`src/rtl/core_lsu_ctrl_if.sv`:
```
// ----------------------------------------------------------------------------
// core_lsu_ctrl_if
// Signal bundle between the memory stage / L1D cache and core_lsu_ctrl.
//   lsu_*_in   : memory-stage operation (req, we, size, addr, wdata, kill)
//   l1d_*_in   : L1D completion (ack, read word)
//   l1d_*_out  : L1D request (req, we, word addr, byte enables, store data)
//   lsu_*_out  : results to the pipeline (rdata, vld, stall, misalign, err)
// modport slave  : view taken by core_lsu_ctrl
// modport master : view taken by the surrounding pipeline / cache model
// ----------------------------------------------------------------------------
interface core_lsu_ctrl_if;
   logic        lsu_req_in;
   logic        lsu_we_in;
   logic [1:0]  lsu_size_in;
   logic [31:0] lsu_addr_in;
   logic [31:0] lsu_wdata_in;
   logic        lsu_kill_in;
   logic        l1d_ack_in;
   logic [31:0] l1d_rdata_in;
   logic        l1d_req_out;
   logic        l1d_we_out;
   logic [31:0] l1d_addr_out;
   logic [3:0]  l1d_be_out;
   logic [31:0] l1d_wdata_out;
   logic [31:0] lsu_rdata_out;
   logic        lsu_rdata_vld_out;
   logic        lsu_stall_out;
   logic        lsu_misalign_out;
   logic        lsu_err_out;

   modport slave (
      input  lsu_req_in, lsu_we_in, lsu_size_in, lsu_addr_in, lsu_wdata_in,
             lsu_kill_in, l1d_ack_in, l1d_rdata_in,
      output l1d_req_out, l1d_we_out, l1d_addr_out, l1d_be_out, l1d_wdata_out,
             lsu_rdata_out, lsu_rdata_vld_out, lsu_stall_out, lsu_misalign_out,
             lsu_err_out
   );

   modport master (
      output lsu_req_in, lsu_we_in, lsu_size_in, lsu_addr_in, lsu_wdata_in,
             lsu_kill_in, l1d_ack_in, l1d_rdata_in,
      input  l1d_req_out, l1d_we_out, l1d_addr_out, l1d_be_out, l1d_wdata_out,
             lsu_rdata_out, lsu_rdata_vld_out, lsu_stall_out, lsu_misalign_out,
             lsu_err_out
   );
endinterface

```
`src/rtl/core_lsu_ctrl.sv`:
```
// ----------------------------------------------------------------------------
// core_lsu_ctrl
// Load/store sequencer between the memory stage and the L1 data cache.
// Accepts one operation at a time, holds the pipeline until the L1D acks
// (or the access times out), and returns load data LSB-aligned.
//   clk   : core clock, rising edge
//   rst_n : asynchronous active-low reset
//   bus   : core_lsu_ctrl_if.slave, all operation / L1D / result signals
// Parameter TIMEOUT (1..255): BUSY cycles without ack before a bus error.
// ----------------------------------------------------------------------------
module core_lsu_ctrl #(
   parameter int unsigned TIMEOUT = 255
) (
   input  logic           clk,
   input  logic           rst_n,
   core_lsu_ctrl_if.slave bus
);

   localparam logic [1:0] ST_IDLE = 2'd0;
   localparam logic [1:0] ST_BUSY = 2'd1;
   localparam logic [1:0] ST_DONE = 2'd2;

   // Counter value seen in the last BUSY cycle before a timeout.
   localparam logic [7:0] CNT_LAST = 8'(TIMEOUT - 1);

   function automatic logic [3:0] be_of(input logic [1:0] size, input logic [1:0] off);
      case (size)
         2'b00:   be_of = 4'b0001 << off;
         2'b01:   be_of = 4'b0011 << off;
         default: be_of = 4'b1111;
      endcase
   endfunction

   function automatic logic [31:0] repl_of(input logic [1:0] size, input logic [31:0] d);
      case (size)
         2'b00:   repl_of = {4{d[7:0]}};
         2'b01:   repl_of = {2{d[15:0]}};
         default: repl_of = d;
      endcase
   endfunction

   logic [1:0]  state;
   logic [7:0]  cnt;
   logic        kill_q;
   logic        we_q;
   logic [29:0] waddr_q;
   logic [1:0]  off_q;
   logic [3:0]  be_q;
   logic [31:0] wdata_q;
   logic [31:0] rdata_q;
   logic        err_q;

   logic misaligned;
   logic accept;
   logic killed;

   assign misaligned = ((bus.lsu_size_in == 2'b01) && bus.lsu_addr_in[0]) ||
                       (bus.lsu_size_in[1] && (bus.lsu_addr_in[1:0] != 2'b00));
   assign accept     = (state == ST_IDLE) && bus.lsu_req_in && !misaligned && !bus.lsu_kill_in;
   // A flush in the completing cycle counts the same as an earlier one.
   assign killed     = kill_q || bus.lsu_kill_in;

   assign bus.l1d_req_out       = (state == ST_BUSY);
   assign bus.l1d_we_out        = we_q;
   assign bus.l1d_addr_out      = {waddr_q, 2'b00};
   assign bus.l1d_be_out        = be_q;
   assign bus.l1d_wdata_out     = wdata_q;
   assign bus.lsu_rdata_out     = rdata_q;
   assign bus.lsu_rdata_vld_out = (state == ST_DONE);
   assign bus.lsu_err_out       = err_q;
   assign bus.lsu_stall_out     = accept || (state == ST_BUSY);
   assign bus.lsu_misalign_out  = (state == ST_IDLE) && bus.lsu_req_in && misaligned;

   always_ff @(posedge clk or negedge rst_n) begin
      if (!rst_n) begin
         state   <= ST_IDLE;
         cnt     <= 8'd0;
         kill_q  <= 1'b0;
         we_q    <= 1'b0;
         waddr_q <= 30'd0;
         off_q   <= 2'd0;
         be_q    <= 4'd0;
         wdata_q <= 32'd0;
         rdata_q <= 32'd0;
         err_q   <= 1'b0;
      end else begin
         err_q <= 1'b0;
         case (state)
            ST_IDLE: begin
               if (accept) begin
                  we_q    <= bus.lsu_we_in;
                  waddr_q <= bus.lsu_addr_in[31:2];
                  off_q   <= bus.lsu_addr_in[1:0];
                  be_q    <= be_of(bus.lsu_size_in, bus.lsu_addr_in[1:0]);
                  wdata_q <= repl_of(bus.lsu_size_in, bus.lsu_wdata_in);
                  cnt     <= 8'd0;
                  kill_q  <= 1'b0;
                  state   <= ST_BUSY;
               end
            end
            ST_BUSY: begin
               if (bus.l1d_ack_in) begin
                  cnt    <= 8'd0;
                  kill_q <= 1'b0;
                  if (killed) begin
                     state <= ST_IDLE;
                  end else begin
                     state <= ST_DONE;
                     if (!we_q) rdata_q <= bus.l1d_rdata_in >> {off_q, 3'b000};
                  end
               end else if (cnt == CNT_LAST) begin
                  cnt    <= 8'd0;
                  kill_q <= 1'b0;
                  if (killed) begin
                     state <= ST_IDLE;
                  end else begin
                     state   <= ST_DONE;
                     err_q   <= 1'b1;
                     rdata_q <= 32'd0;
                  end
               end else begin
                  cnt <= cnt + 8'd1;
                  if (bus.lsu_kill_in) kill_q <= 1'b1;
               end
            end
            ST_DONE: state <= ST_IDLE;
            default: state <= ST_IDLE;
         endcase
      end
   end

endmodule

```
`src/flat_wrapper.sv`:
```
// flat-port wrapper written by rule: the top's interface ports become plain ports
module core_lsu_ctrl_flat 
#(
   parameter int unsigned TIMEOUT = 255
)
  (clk, rst_n, bus_lsu_req_in, bus_lsu_we_in, bus_lsu_size_in, bus_lsu_addr_in, bus_lsu_wdata_in, bus_lsu_kill_in, bus_l1d_ack_in, bus_l1d_rdata_in, bus_l1d_req_out, bus_l1d_we_out, bus_l1d_addr_out, bus_l1d_be_out, bus_l1d_wdata_out, bus_lsu_rdata_out, bus_lsu_rdata_vld_out, bus_lsu_stall_out, bus_lsu_misalign_out, bus_lsu_err_out);
  core_lsu_ctrl_if bus_i ();
  input  logic clk;
  input  logic rst_n;
  input wire logic [$bits(bus_i.lsu_req_in)-1:0] bus_lsu_req_in;
  input wire logic [$bits(bus_i.lsu_we_in)-1:0] bus_lsu_we_in;
  input wire logic [$bits(bus_i.lsu_size_in)-1:0] bus_lsu_size_in;
  input wire logic [$bits(bus_i.lsu_addr_in)-1:0] bus_lsu_addr_in;
  input wire logic [$bits(bus_i.lsu_wdata_in)-1:0] bus_lsu_wdata_in;
  input wire logic [$bits(bus_i.lsu_kill_in)-1:0] bus_lsu_kill_in;
  input wire logic [$bits(bus_i.l1d_ack_in)-1:0] bus_l1d_ack_in;
  input wire logic [$bits(bus_i.l1d_rdata_in)-1:0] bus_l1d_rdata_in;
  output wire logic [$bits(bus_i.l1d_req_out)-1:0] bus_l1d_req_out;
  output wire logic [$bits(bus_i.l1d_we_out)-1:0] bus_l1d_we_out;
  output wire logic [$bits(bus_i.l1d_addr_out)-1:0] bus_l1d_addr_out;
  output wire logic [$bits(bus_i.l1d_be_out)-1:0] bus_l1d_be_out;
  output wire logic [$bits(bus_i.l1d_wdata_out)-1:0] bus_l1d_wdata_out;
  output wire logic [$bits(bus_i.lsu_rdata_out)-1:0] bus_lsu_rdata_out;
  output wire logic [$bits(bus_i.lsu_rdata_vld_out)-1:0] bus_lsu_rdata_vld_out;
  output wire logic [$bits(bus_i.lsu_stall_out)-1:0] bus_lsu_stall_out;
  output wire logic [$bits(bus_i.lsu_misalign_out)-1:0] bus_lsu_misalign_out;
  output wire logic [$bits(bus_i.lsu_err_out)-1:0] bus_lsu_err_out;
  assign bus_i.lsu_req_in = bus_lsu_req_in;
  assign bus_i.lsu_we_in = bus_lsu_we_in;
  assign bus_i.lsu_size_in = bus_lsu_size_in;
  assign bus_i.lsu_addr_in = bus_lsu_addr_in;
  assign bus_i.lsu_wdata_in = bus_lsu_wdata_in;
  assign bus_i.lsu_kill_in = bus_lsu_kill_in;
  assign bus_i.l1d_ack_in = bus_l1d_ack_in;
  assign bus_i.l1d_rdata_in = bus_l1d_rdata_in;
  assign bus_l1d_req_out = bus_i.l1d_req_out;
  assign bus_l1d_we_out = bus_i.l1d_we_out;
  assign bus_l1d_addr_out = bus_i.l1d_addr_out;
  assign bus_l1d_be_out = bus_i.l1d_be_out;
  assign bus_l1d_wdata_out = bus_i.l1d_wdata_out;
  assign bus_lsu_rdata_out = bus_i.lsu_rdata_out;
  assign bus_lsu_rdata_vld_out = bus_i.lsu_rdata_vld_out;
  assign bus_lsu_stall_out = bus_i.lsu_stall_out;
  assign bus_lsu_misalign_out = bus_i.lsu_misalign_out;
  assign bus_lsu_err_out = bus_i.lsu_err_out;
  core_lsu_ctrl #(.TIMEOUT(TIMEOUT)) u_core (.clk(clk), .rst_n(rst_n), .bus(bus_i));
endmodule
```
`config.mk`:
```
export PLATFORM = sky130hd
export DESIGN_NAME = core_lsu_ctrl_flat
export DESIGN_NICKNAME = d
export VERILOG_FILES = /design/src/rtl/core_lsu_ctrl_if.sv /design/src/rtl/core_lsu_ctrl.sv /design/src/flat_wrapper.sv
export SDC_FILE = /design/constraint.sdc
export NUM_CORES = 1
export LEC_CHECK = 0
export CAP_MARGIN = 20
export CORE_ASPECT_RATIO = 0.6
export CORE_MARGIN = 3
export CORE_UTILIZATION = 43
export CTS_CLUSTER_SIZE = 28
export DETAILED_ROUTE_END_ITERATION = 6
export PLACE_DENSITY = 0.78
export RECOVER_POWER = 50
export SLEW_MARGIN = 30
export SYNTH_ARGS = -nofsm -noshare
export SYNTH_HDL_FRONTEND = slang
export SYNTH_SLANG_ARGS = --single-unit
```
`constraint.sdc`:
```
create_clock -name clk -period 2.3 [get_ports clk]
set_clock_uncertainty 0.1 [all_clocks]
set_input_delay 0.575 -clock clk [delete_from_list [all_inputs] [get_ports clk]]
set_output_delay 0.575 -clock clk [all_outputs]
set_load 0.03 [all_outputs]
```
==> run metrics <==
Vias=4,530; Worst EP arrival=1.56 ns; Skew-Pair Late Insertion Delay=0.41 ns; critical path peak fanout=4; min Tclk post-route=2.24 ns; RD Place Congestion=0.806; die span in x=147 um; f_max=447 MHz; initial core utilization=0.447; Critical Path RT=1.62 ns; I/O pins=210; final hold violation count=0; Mapped Area=5130 sq um; Rel. slew slack=0.353; Setup CP Type=primary input to primary output; sequential element share of the synthesized area=0.551; number of flops mapped to enable cells by yosys=0; post-cts hold buffer count=0; Die Ht=90.6 um; CP max-delay cell=nor4b_4; pre-CTS worst setup slack=-0.360 ns; Cell variety after synth=45; CP delay by family, top=buffers and inverters; CTS H-tree depth=4; DRC=0; total power draw=0.00902 W; Sequential Power Share=0.320; routed length per instance=19.4 um; Die Area=13,300 sq um; Clock Sink Count=113; reg-to-reg setup timing slack=0.12 ns; vias in the first global route=4,814; Pwr Density=1090 nW/um^2; share of cells above drive strength 1=0.196; top_reg_cell synth=dfrtp_1; setup TNS=0 ns; core area=11,500 sq um; Port Buf Inserts=207; switching part of the total=0.361; Pint=0.00576 W; switching pwr=0.00326 W; Highest Signal Layer=met4; CTS Buf Count=17; Clock transition at path regs=0.06 ns; std cell rows=30; crit share post-route=0.972; post-layout util=0.721; Via-to-Cell Ratio=5.30; clock share of power=0.286; Mapped Cells=443; met3 wire len=1.61 mm; CTS max path bufs=2; Met1 Routed Length=6.89 mm; Startpoint Class=primary input; final wirelength=16.5 mm; asr flop ratio synth=1.00; post-synthesis register bit count=113; Post-layout nets=786; first-pass GRT wire length=26.6 mm; GRT Util Overall=0.255; First-pass DRT Iterations=5; Worst Tran Pin Value=0.970 ns; final setup fails=0; Hold Crit Class=primary input to asynchronous set/reset pin; CTS tree=built; Area Overhead vs Synth=61.2%; Starting DRT DRC Count=286; max cap viols=0; antenna-violating nets left=0; max-slew violations=0; CP peak stage delay=0.39 ns; VDD IR max=544 uV; Final WS setup=0.0640 ns; CP bufs+invs=3; pin count of the biggest net entering global routing=53; Gate power share=0.395; Leakage Power=3.64 nW; Synth warnings=0; CP Capture Type=primary output; CTS root buf=clkbuf_16; initial antenna violation count=1; grt ovf=0; Cell Chain, Critical Path=clkdlybuf4s15_1 > nor4b_4 > a31oi_4 > inv_2 > buf_6; Avg Cell Area, Syn=11.6 sq um; hpwl dp=12.2 mm; outcome=finished, final reports clean; met2 WL=7.68 mm
## cell type report
class / count / area (sq um)
fillers: 797 / 3210
flip-flops and latches: 113 / 2830
repair buffers: 244 / 2410
multi-input cells: 299 / 2240
clock buffers: 18 / 439
well taps: 160 / 200
clock inverters: 14 / 140
inverters: 5 / 18.8
diodes: 1 / 2.50
## power by group through the flow
stage                     clock, W  sequential (W)  combinational [W]
after CTS                  0.00261         0.00288            0.00359
after global routing       0.00272         0.00296            0.00374
after global placement           0         0.00288            0.00348
final                      0.00258         0.00289            0.00356
after floorplan                  0         0.00390           0.000841
after detailed placement         0         0.00291            0.00356
## cells in the final DEF (no fill, tap or decap), drive strengths merged, types with 2 or more instances in the layout
cell             n
nand2           61
o2bb2ai          8
a31oi            2
or4b             3
nor3             2
mux2            41
a21o             2
a21oi           12
nor3b            3
a32o             8
bufinv           2
o21ai           43
nand3            7
clkinv           6
ha               2
mux2i           48
clkinvlp         5
inv              6
conb             2
dlygate4sd2      7
dfrtp          113
buf             36
nor2            19
nor2b            2
clkbuf          23
a22o            16
or3              2
nor4b            2
clkdlybuf4s50  194
## through the flow
stage               hold slack, ns  instance area [sq um]  std cells
floorplan                    0.179                   5140        444
global placement             0.359                   7650        817
detailed placement           0.371                   7650        817
CTS                         0.0514                   8310        852
global route                 0.284                   8280        854
finish                       0.211                   8280        854
## registers in the layout, indices dropped and copies added (netlist names), 2 cells and up
register / count
u_core.off_q: 2
u_core.bus.lsu_rdata_out: 32
u_core.cnt: 8
u_core.bus.l1d_wdata_out: 32
u_core.state: 2
u_core.bus.l1d_be_out: 4
u_core.waddr_q: 30
## kinds of logic after synthesis
group	share of synthesized area
AO/OA/AOI/OAI	0.129
AND/OR/NAND/NOR	0.100
XOR/XNOR	0.00341
other	0.000730
adder cells (fa/ha/maj)	0.00487
multiplexers	0.183
flip-flops	0.551
buffers and inverters	0.0278
## worst paths after layout
| kind | startpoint | endpoint | cells after the start |
|---|---|---|---|
| max in group asynchronous | rst_n | u_core.waddr_q[5] | 2 |
| worst max-delay path | bus_lsu_kill_in | bus_lsu_stall_out | 5 |
| worst min-delay path | rst_n | u_core.bus.l1d_wdata_out[28] | 1 |
| min in group clk | u_core.bus.l1d_wdata_out[25] | u_core.bus.l1d_wdata_out[25] | 2 |
| worst max register to register | u_core.state[1] | u_core.bus.lsu_rdata_out[21] | 4 |
| worst min register to register | u_core.bus.l1d_wdata_out[25] | u_core.bus.l1d_wdata_out[25] | 2 |
## layer usage
| layer | vias to the layer above | GRT usage |
|---|---|---|
| li1 | 2075 | - |
| met1 | 2207 | 0.339 |
| met2 | 223 | 0.389 |
| met3 | 25 | 0.0843 |
| met4 | 0 | 0.101 |
| met5 | - | 0 |
## cells in the mapped netlist, drive strengths merged, types with 2 or more instances
library cell / number / area (sq um)
mux2i: 48 / 480
ha: 2 / 25.0
o2bb2ai: 8 / 70.1
or3: 2 / 12.5
a21oi: 12 / 60.1
a21o: 2 / 15.0
a32o: 8 / 80.1
nor3b: 3 / 33.8
or4b: 3 / 37.5
inv: 5 / 18.8
nor2b: 2 / 12.5
nor2: 19 / 87.6
nand3: 7 / 35.0
nand2: 61 / 229
buf: 9 / 56.3
nor3: 2 / 10.0
dfrtp: 113 / 2830
clkbuf: 18 / 67.6
o21ai: 43 / 215
mux2: 41 / 462
a22o: 16 / 150
nor4b: 2 / 17.5
a31oi: 2 / 12.5
## worst reg2reg max path, cell delays in order, from the launching register on
cell       delay, ns
dfrtp_2         0.46
or4b_4          0.61
or4b_4          0.56
buf_4           0.19
o2bb2ai_1       0.17
## what timing repair did
item,CTS,global route
resized for setup,23,3
pin swaps,3,2
endpoints found under the setup margin,5,2
setup buffers,4,1
(Power assumes the default switching activity.)
